[src/rtl/sipo_frame_deframer_if.sv]
// Nibble stream handshake between the deframer FIFO head and a nibble-wide consumer.
// The master presents data/last/valid; the slave answers with ready.
interface sipo_frame_deframer_if;
    logic [3:0] nib_data;
    logic       nib_last;
    logic       nib_valid;
    logic       nib_ready;

    modport master (output nib_data, output nib_last, output nib_valid, input  nib_ready);
    modport slave  (input  nib_data, input  nib_last, input  nib_valid, output nib_ready);
endinterface

[src/rtl/sipo_frame_deframer.sv]
// Hunts the 4-bit shift-register taps for a sync word, then slices the following bits into
// fixed-length frames of nibbles delivered through a first-word-fall-through FIFO.
module sipo_frame_deframer #(
    parameter logic [3:0] SYNC_PATTERN      = 4'b1011,
    parameter int         NIBBLES_PER_FRAME = 4,
    parameter int         FIFO_DEPTH        = 4
) (
    input  logic                        CLK,
    input  logic                        RST,
    input  logic                        bit_en,
    input  logic [3:0]                  q_par,
    sipo_frame_deframer_if.master       nib,
    output logic                        locked,
    output logic                        overflow,
    output logic [$clog2(FIFO_DEPTH):0] fill
);

    localparam int         AW       = $clog2(FIFO_DEPTH);
    localparam logic [3:0] LAST_IDX = 4'(NIBBLES_PER_FRAME - 1);
    localparam logic [AW:0] DEPTH_V = FIFO_DEPTH[AW:0];

    typedef enum logic {HUNT, LOCKED} state_t;

    state_t     state, state_next;
    logic [1:0] bit_cnt, bit_cnt_next;
    logic [3:0] nib_cnt, nib_cnt_next;
    logic       push_req, push_last;

    // NOTE: sequential state is updated with non-blocking assignments only, so every
    // register samples the pre-edge values of its neighbours regardless of process order.
    always_ff @(posedge CLK or negedge RST) begin
        if (!RST) begin
            state   <= HUNT;
            bit_cnt <= '0;
            nib_cnt <= '0;
        end else begin
            state   <= state_next;
            bit_cnt <= bit_cnt_next;
            nib_cnt <= nib_cnt_next;
        end
    end

    // NOTE: every output of this block is given a default first, so no path leaves a
    // variable unassigned and no latch is inferred.
    always_comb begin
        state_next   = state;
        bit_cnt_next = bit_cnt;
        nib_cnt_next = nib_cnt;
        push_req     = 1'b0;
        push_last    = 1'b0;
        if (bit_en) begin
            case (state)
                HUNT: begin
                    if (q_par == SYNC_PATTERN) begin
                        state_next   = LOCKED;
                        bit_cnt_next = '0;
                        nib_cnt_next = '0;
                    end
                end
                LOCKED: begin
                    bit_cnt_next = bit_cnt + 2'd1;
                    // Fourth bit of a nibble: the taps now hold one whole payload nibble.
                    if (bit_cnt == 2'd3) begin
                        push_req     = 1'b1;
                        push_last    = (nib_cnt == LAST_IDX);
                        nib_cnt_next = nib_cnt + 4'd1;
                        if (push_last) begin
                            state_next   = HUNT;
                            bit_cnt_next = '0;
                            nib_cnt_next = '0;
                        end
                    end
                end
                default: state_next = HUNT;
            endcase
        end
    end

    assign locked = (state == LOCKED);

    logic [4:0]  mem [FIFO_DEPTH];
    logic [AW:0] wr_ptr, rd_ptr;
    logic [4:0]  head;
    logic        empty, full, pop, do_push;

    assign fill    = wr_ptr - rd_ptr;
    assign empty   = (fill == '0);
    assign full    = (fill == DEPTH_V);
    assign pop     = nib.nib_valid & nib.nib_ready;
    assign do_push = push_req & (~full | pop);

    // NOTE: the storage array has no reset; emptiness is tracked by the pointers alone and
    // the head is masked while empty, so stale contents are never observable.
    always_ff @(posedge CLK) begin
        if (do_push) mem[wr_ptr[AW-1:0]] <= {push_last, q_par};
    end

    always_ff @(posedge CLK or negedge RST) begin
        if (!RST) begin
            wr_ptr   <= '0;
            rd_ptr   <= '0;
            overflow <= 1'b0;
        end else begin
            if (do_push) wr_ptr <= wr_ptr + 1'b1;
            if (pop)     rd_ptr <= rd_ptr + 1'b1;
            if (push_req && full && !pop) overflow <= 1'b1;
        end
    end

    assign head          = mem[rd_ptr[AW-1:0]];
    assign nib.nib_valid = ~empty;
    assign nib.nib_data  = empty ? 4'h0 : head[3:0];
    assign nib.nib_last  = empty ? 1'b0 : head[4];

endmodule
[src/flat_wrapper.sv]
// flat-port wrapper written by rule: the top's interface ports become plain ports
module sipo_frame_deframer_flat 
#(
    parameter logic [3:0] SYNC_PATTERN      = 4'b1011,
    parameter int         NIBBLES_PER_FRAME = 4,
    parameter int         FIFO_DEPTH        = 4
)
  (CLK, RST, bit_en, q_par, locked, overflow, fill, nib_nib_data, nib_nib_last, nib_nib_valid, nib_nib_ready);
  sipo_frame_deframer_if nib_i ();
  input  logic CLK;
  input  logic RST;
  input  logic bit_en;
  input  logic [3:0] q_par;
  output logic locked;
  output logic overflow;
  output logic [$clog2(FIFO_DEPTH):0] fill;
  output wire logic [$bits(nib_i.nib_data)-1:0] nib_nib_data;
  output wire logic [$bits(nib_i.nib_last)-1:0] nib_nib_last;
  output wire logic [$bits(nib_i.nib_valid)-1:0] nib_nib_valid;
  input wire logic [$bits(nib_i.nib_ready)-1:0] nib_nib_ready;
  assign nib_nib_data = nib_i.nib_data;
  assign nib_nib_last = nib_i.nib_last;
  assign nib_nib_valid = nib_i.nib_valid;
  assign nib_i.nib_ready = nib_nib_ready;
  sipo_frame_deframer #(.SYNC_PATTERN(SYNC_PATTERN), .NIBBLES_PER_FRAME(NIBBLES_PER_FRAME), .FIFO_DEPTH(FIFO_DEPTH)) u_core (.CLK(CLK), .RST(RST), .bit_en(bit_en), .q_par(q_par), .nib(nib_i), .locked(locked), .overflow(overflow), .fill(fill));
endmodule
[config.mk]
export PLATFORM = sky130hd
export DESIGN_NAME = sipo_frame_deframer_flat
export DESIGN_NICKNAME = d
export VERILOG_FILES = /design/src/rtl/sipo_frame_deframer_if.sv /design/src/rtl/sipo_frame_deframer.sv /design/src/flat_wrapper.sv
export SDC_FILE = /design/constraint.sdc
export NUM_CORES = 1
export LEC_CHECK = 0
export BUFFER_PORTS_ARGS = -buffer_cell sky130_fd_sc_hd__buf_2
export CORE_MARGIN = 2
export CORE_UTILIZATION = 51
export DETAILED_ROUTE_END_ITERATION = 8
export PLACE_DENSITY = 0.78
export SLEW_MARGIN = 20
export SYNTH_ARGS = -nofsm -noshare
export SYNTH_HDL_FRONTEND = slang
export SYNTH_SLANG_ARGS = --single-unit
[constraint.sdc]
create_clock -name CLK -period 2.1 [get_ports CLK]
set_input_delay 0.21 -clock CLK [delete_from_list [all_inputs] [get_ports CLK]]
set_output_delay 0.21 -clock CLK [all_outputs]
set_load 0.02 [all_outputs]
==> impl_metrics.csv <==
group,metric,value,unit
logic_synthesis,ys_seq_elements,34,
sta,fin_tns_setup,-726,ps
clock_network,worstSkewPairLatency,330,ps
final_layout,diodes,0,
min_path,hold_depth,1,
setup_path,cp-end-kind,"output port",
logic_synthesis,async_flop_share,0.412,
final_layout,layoutNonFillerInstCount,190,
clock_network,cts_htree_levels,2,
clock_network,cts_max_path_buffers,2,
logic_synthesis,synth_nets,126,
power,combPwrFrac,0.616,
routing,ant_nets,0,
clock_network,cts_tree,"yes",
placed_design,io_buffers,18,
placed_design,post-place-ws,-13.4,ps
min_path,min-delay-start,"q_par[1]",
logic_synthesis,syn_area_per_cell,14.7,sq um
routing,drt-wirelength-per-cell,16.5,microns
final_layout,regArea,951,sq um
floorplan,die_w,60.1,microns
logic_synthesis,ys_types,41,
floorplan,initial_utilization,0.530,
sta,setup_violations,6,
flow_run,drv_cap,0,
power,p_int,1980,uW
power,p_leak,0.000831,uW
min_path,hold_path.class,"in2reg",
routing,drtPass1Iterations,4,
global_routing,grt_use_total,0.199,
clock_network,cts.sinks,34,
floorplan,die_height,60.1,microns
routing,wl,3140,microns
setup_path,crit_family,"adder cells",
sta,drv_slew,0,
logic_synthesis,ys.flop_type,"edfxtp_1",
power,power.share.sequential,0.286,
run_status,violations,"setup timing",
setup_path,worstPathCellList,"ha_2 > fa_2 > buf_6 > nand2_4 > nor2_4 > nor2b_1 > buf_4",
setup_path,crit_path_top_delay_cell,"fa_2",
setup_path,r2r-end,"u_core.mem[0][3]",
setup_path,worst-path-buf-inv,2,
setup_path,max_stage_delay,540,ps
floorplan,io_pins,19,
logic_synthesis,synth_cells,109,
setup_path,required,1890,ps
global_routing,gr-total-overflow,0,
min_path,hold_end,"u_core.mem[2][1]",
sta,period_share,1.06,
logic_synthesis,yosysSeqAreaShare,0.592,
floorplan,core,3030,sq um
final_layout,layout_commonest_cell,"edfxtp_1",
sta,fin_ws,-131,ps
floorplan,dieArea,3610,sq um
global_routing,grt_max_degree,15,
routing,via_per_inst,5.18,
final_layout,drive_above_1_share,0.404,
sta,rsz0062_at_grt,"true",
setup_path,critPathKind,"reg2out",
routing,drt_iter0_markers,20,
placed_design,dp.cells,175,
logic_synthesis,synth-edff-count,20,
clock_network,numCtsBuffers,5,
clock_network,root_buffer,"clkbuf_4",
sta,slew-limit-headroom,0.706,
final_layout,fin_util,0.648,
logic_synthesis,ys_warn_count,0,
placed_design,dpl.hpwl,2170,microns
placed_design,globalplace.congestion,0.712,
global_routing,grt_pass1_vias,1020,
final_layout,area_growth,22.2,%
floorplan,rows,20,
routing,vias,985,
sta,finalClockSkew,6.59,ps
setup_path,reg2reg_depth,6,
clock_network,clk_pin_slew,100,ps
final_layout,fin_nets,162,
sta,timing.fmax,448,MHz
final_layout,multi_input_area,648,sq um
setup_path,r2r-start,"u_core.rd_ptr[0]",
logic_synthesis,syn_area,1610,sq um
power,clkPwrFrac,0.098,
sta,worst_pin_slew,438,ps
power,power.switching,1410,uW
sta,hold_viol,0,
final_layout,final_cell_mix,"20 x edfxtp_1, 15 x buf_2, 14 x dfrtp_1, 12 x buf_4, 7 x ha_1",
setup_path,cp_max_fo,6,
setup_path,crit_arrival,2020,ps
global_routing,grt_first_pass_wirelength,4950,microns
power,sw_frac_of_total,0.416,
run_status,status,"finished with violations",
global_routing,antenna_found_initial,0,
routing,drc,0,
setup_path,startpoint_type,"flop",
sta,fin_crit,2230,ps
final_layout,final.fill_count,213,
power,power.density,1730,nW/um^2
setup_path,ff2ff_setup_slack,30,ps
power,vdd_drop_max,924,uV
-- worst max-delay path by stage --
stage                     depth (start not counted)  slack, ps             start                to
after global routing                              7       -200  u_core.rd_ptr[0]   nib_nib_data[1]
after floorplan                                   6         -4  u_core.wr_ptr[0]  u_core.mem[0][0]
final                                             7       -130  u_core.rd_ptr[0]   nib_nib_data[3]
after global placement                            5         70  u_core.rd_ptr[0]  u_core.mem[2][0]
after detailed placement                          5        -10  u_core.rd_ptr[0]  u_core.mem[2][3]
after CTS                                         6       -110  u_core.rd_ptr[0]   nib_nib_data[2]
-- per-layer routing --
layer  global-route usage  up-vias  routed length [microns]
met5                    0        -                        0
met1                0.239      473                     1410
li1                     -      480                        -
met3               0.0541        9                       86
met4               0.0857        0                       89
met2                0.335       23                     1550
-- state kept, by name, indices dropped and copies added (netlist names) --
register         cells
u_core.bit_cnt       2
u_core.locked        1
u_core.wr_ptr        3
u_core.overflow      1
u_core.mem          20
u_core.rd_ptr        3
u_core.nib_cnt       4
-- cell type report --
type,count,share of cell area
inverters,7,0.0134
clock inverters,2,0.00446
flip-flops and latches,34,0.485
multi-input cells,64,0.330
clock buffers,6,0.0210
well taps,44,0.0281
repair buffers,33,0.118
-- cell families after synthesis --
kind of cell / share of synthesized area
buffers and inverters: 0.0265
DFF: 0.592
xor gates and xnor gates: 0.0374
AOI/OAI and AO/OA: 0.0904
and+or+nand+nor: 0.0943
adders and majority gates: 0.0748
muxes: 0.0842
-- power groups by stage --
stage,combinational (uW),clock (uW),sequential [uW]
finish,2090,333,971
global route,2250,367,991
CTS,1880,344,965
detailed placement,1620,0,977
global placement,1560,0,966
floorplan,1080,0,974
-- Yosys cell counts, types with 2 or more instances --
master | instances | area (sq um)
dfrtp_1 | 14 | 350
mux2_1 | 2 | 22.5
ha_1 | 8 | 100
inv_1 | 6 | 22.5
nor2b_1 | 6 | 37.5
clkbuf_1 | 3 | 11.3
edfxtp_1 | 20 | 601
nand3_1 | 2 | 10.0
nand4_1 | 3 | 18.8
o21ai_0 | 2 | 10.0
and2_1 | 3 | 18.8
nand2_1 | 3 | 11.3
mux4_2 | 5 | 113
xnor2_1 | 3 | 26.3
a22o_1 | 3 | 26.3
-- metrics by stage --
step / power (uW) / area, sq um / hold WS [ps]
4_1_cts: 3180 / 1910 / 115
3_5_place_dp: 2600 / 1790 / 129
3_3_place_gp: 2520 / 1790 / 122
2_1_floorplan: 2060 / 1610 / -85.6
6_report: 3400 / 1960 / 120
5_1_grt: 3610 / 1960 / 108
-- timing repair --
item,4_1_cts,5_1_grt
pin swaps,1,4
setup endpoints to repair,18,30
hold endpoints to repair,14,0
resized for setup,14,9
hold buffers,1,0
buffers inserted,3,4
gates cloned,0,0
(Power assumes the default switching activity.)
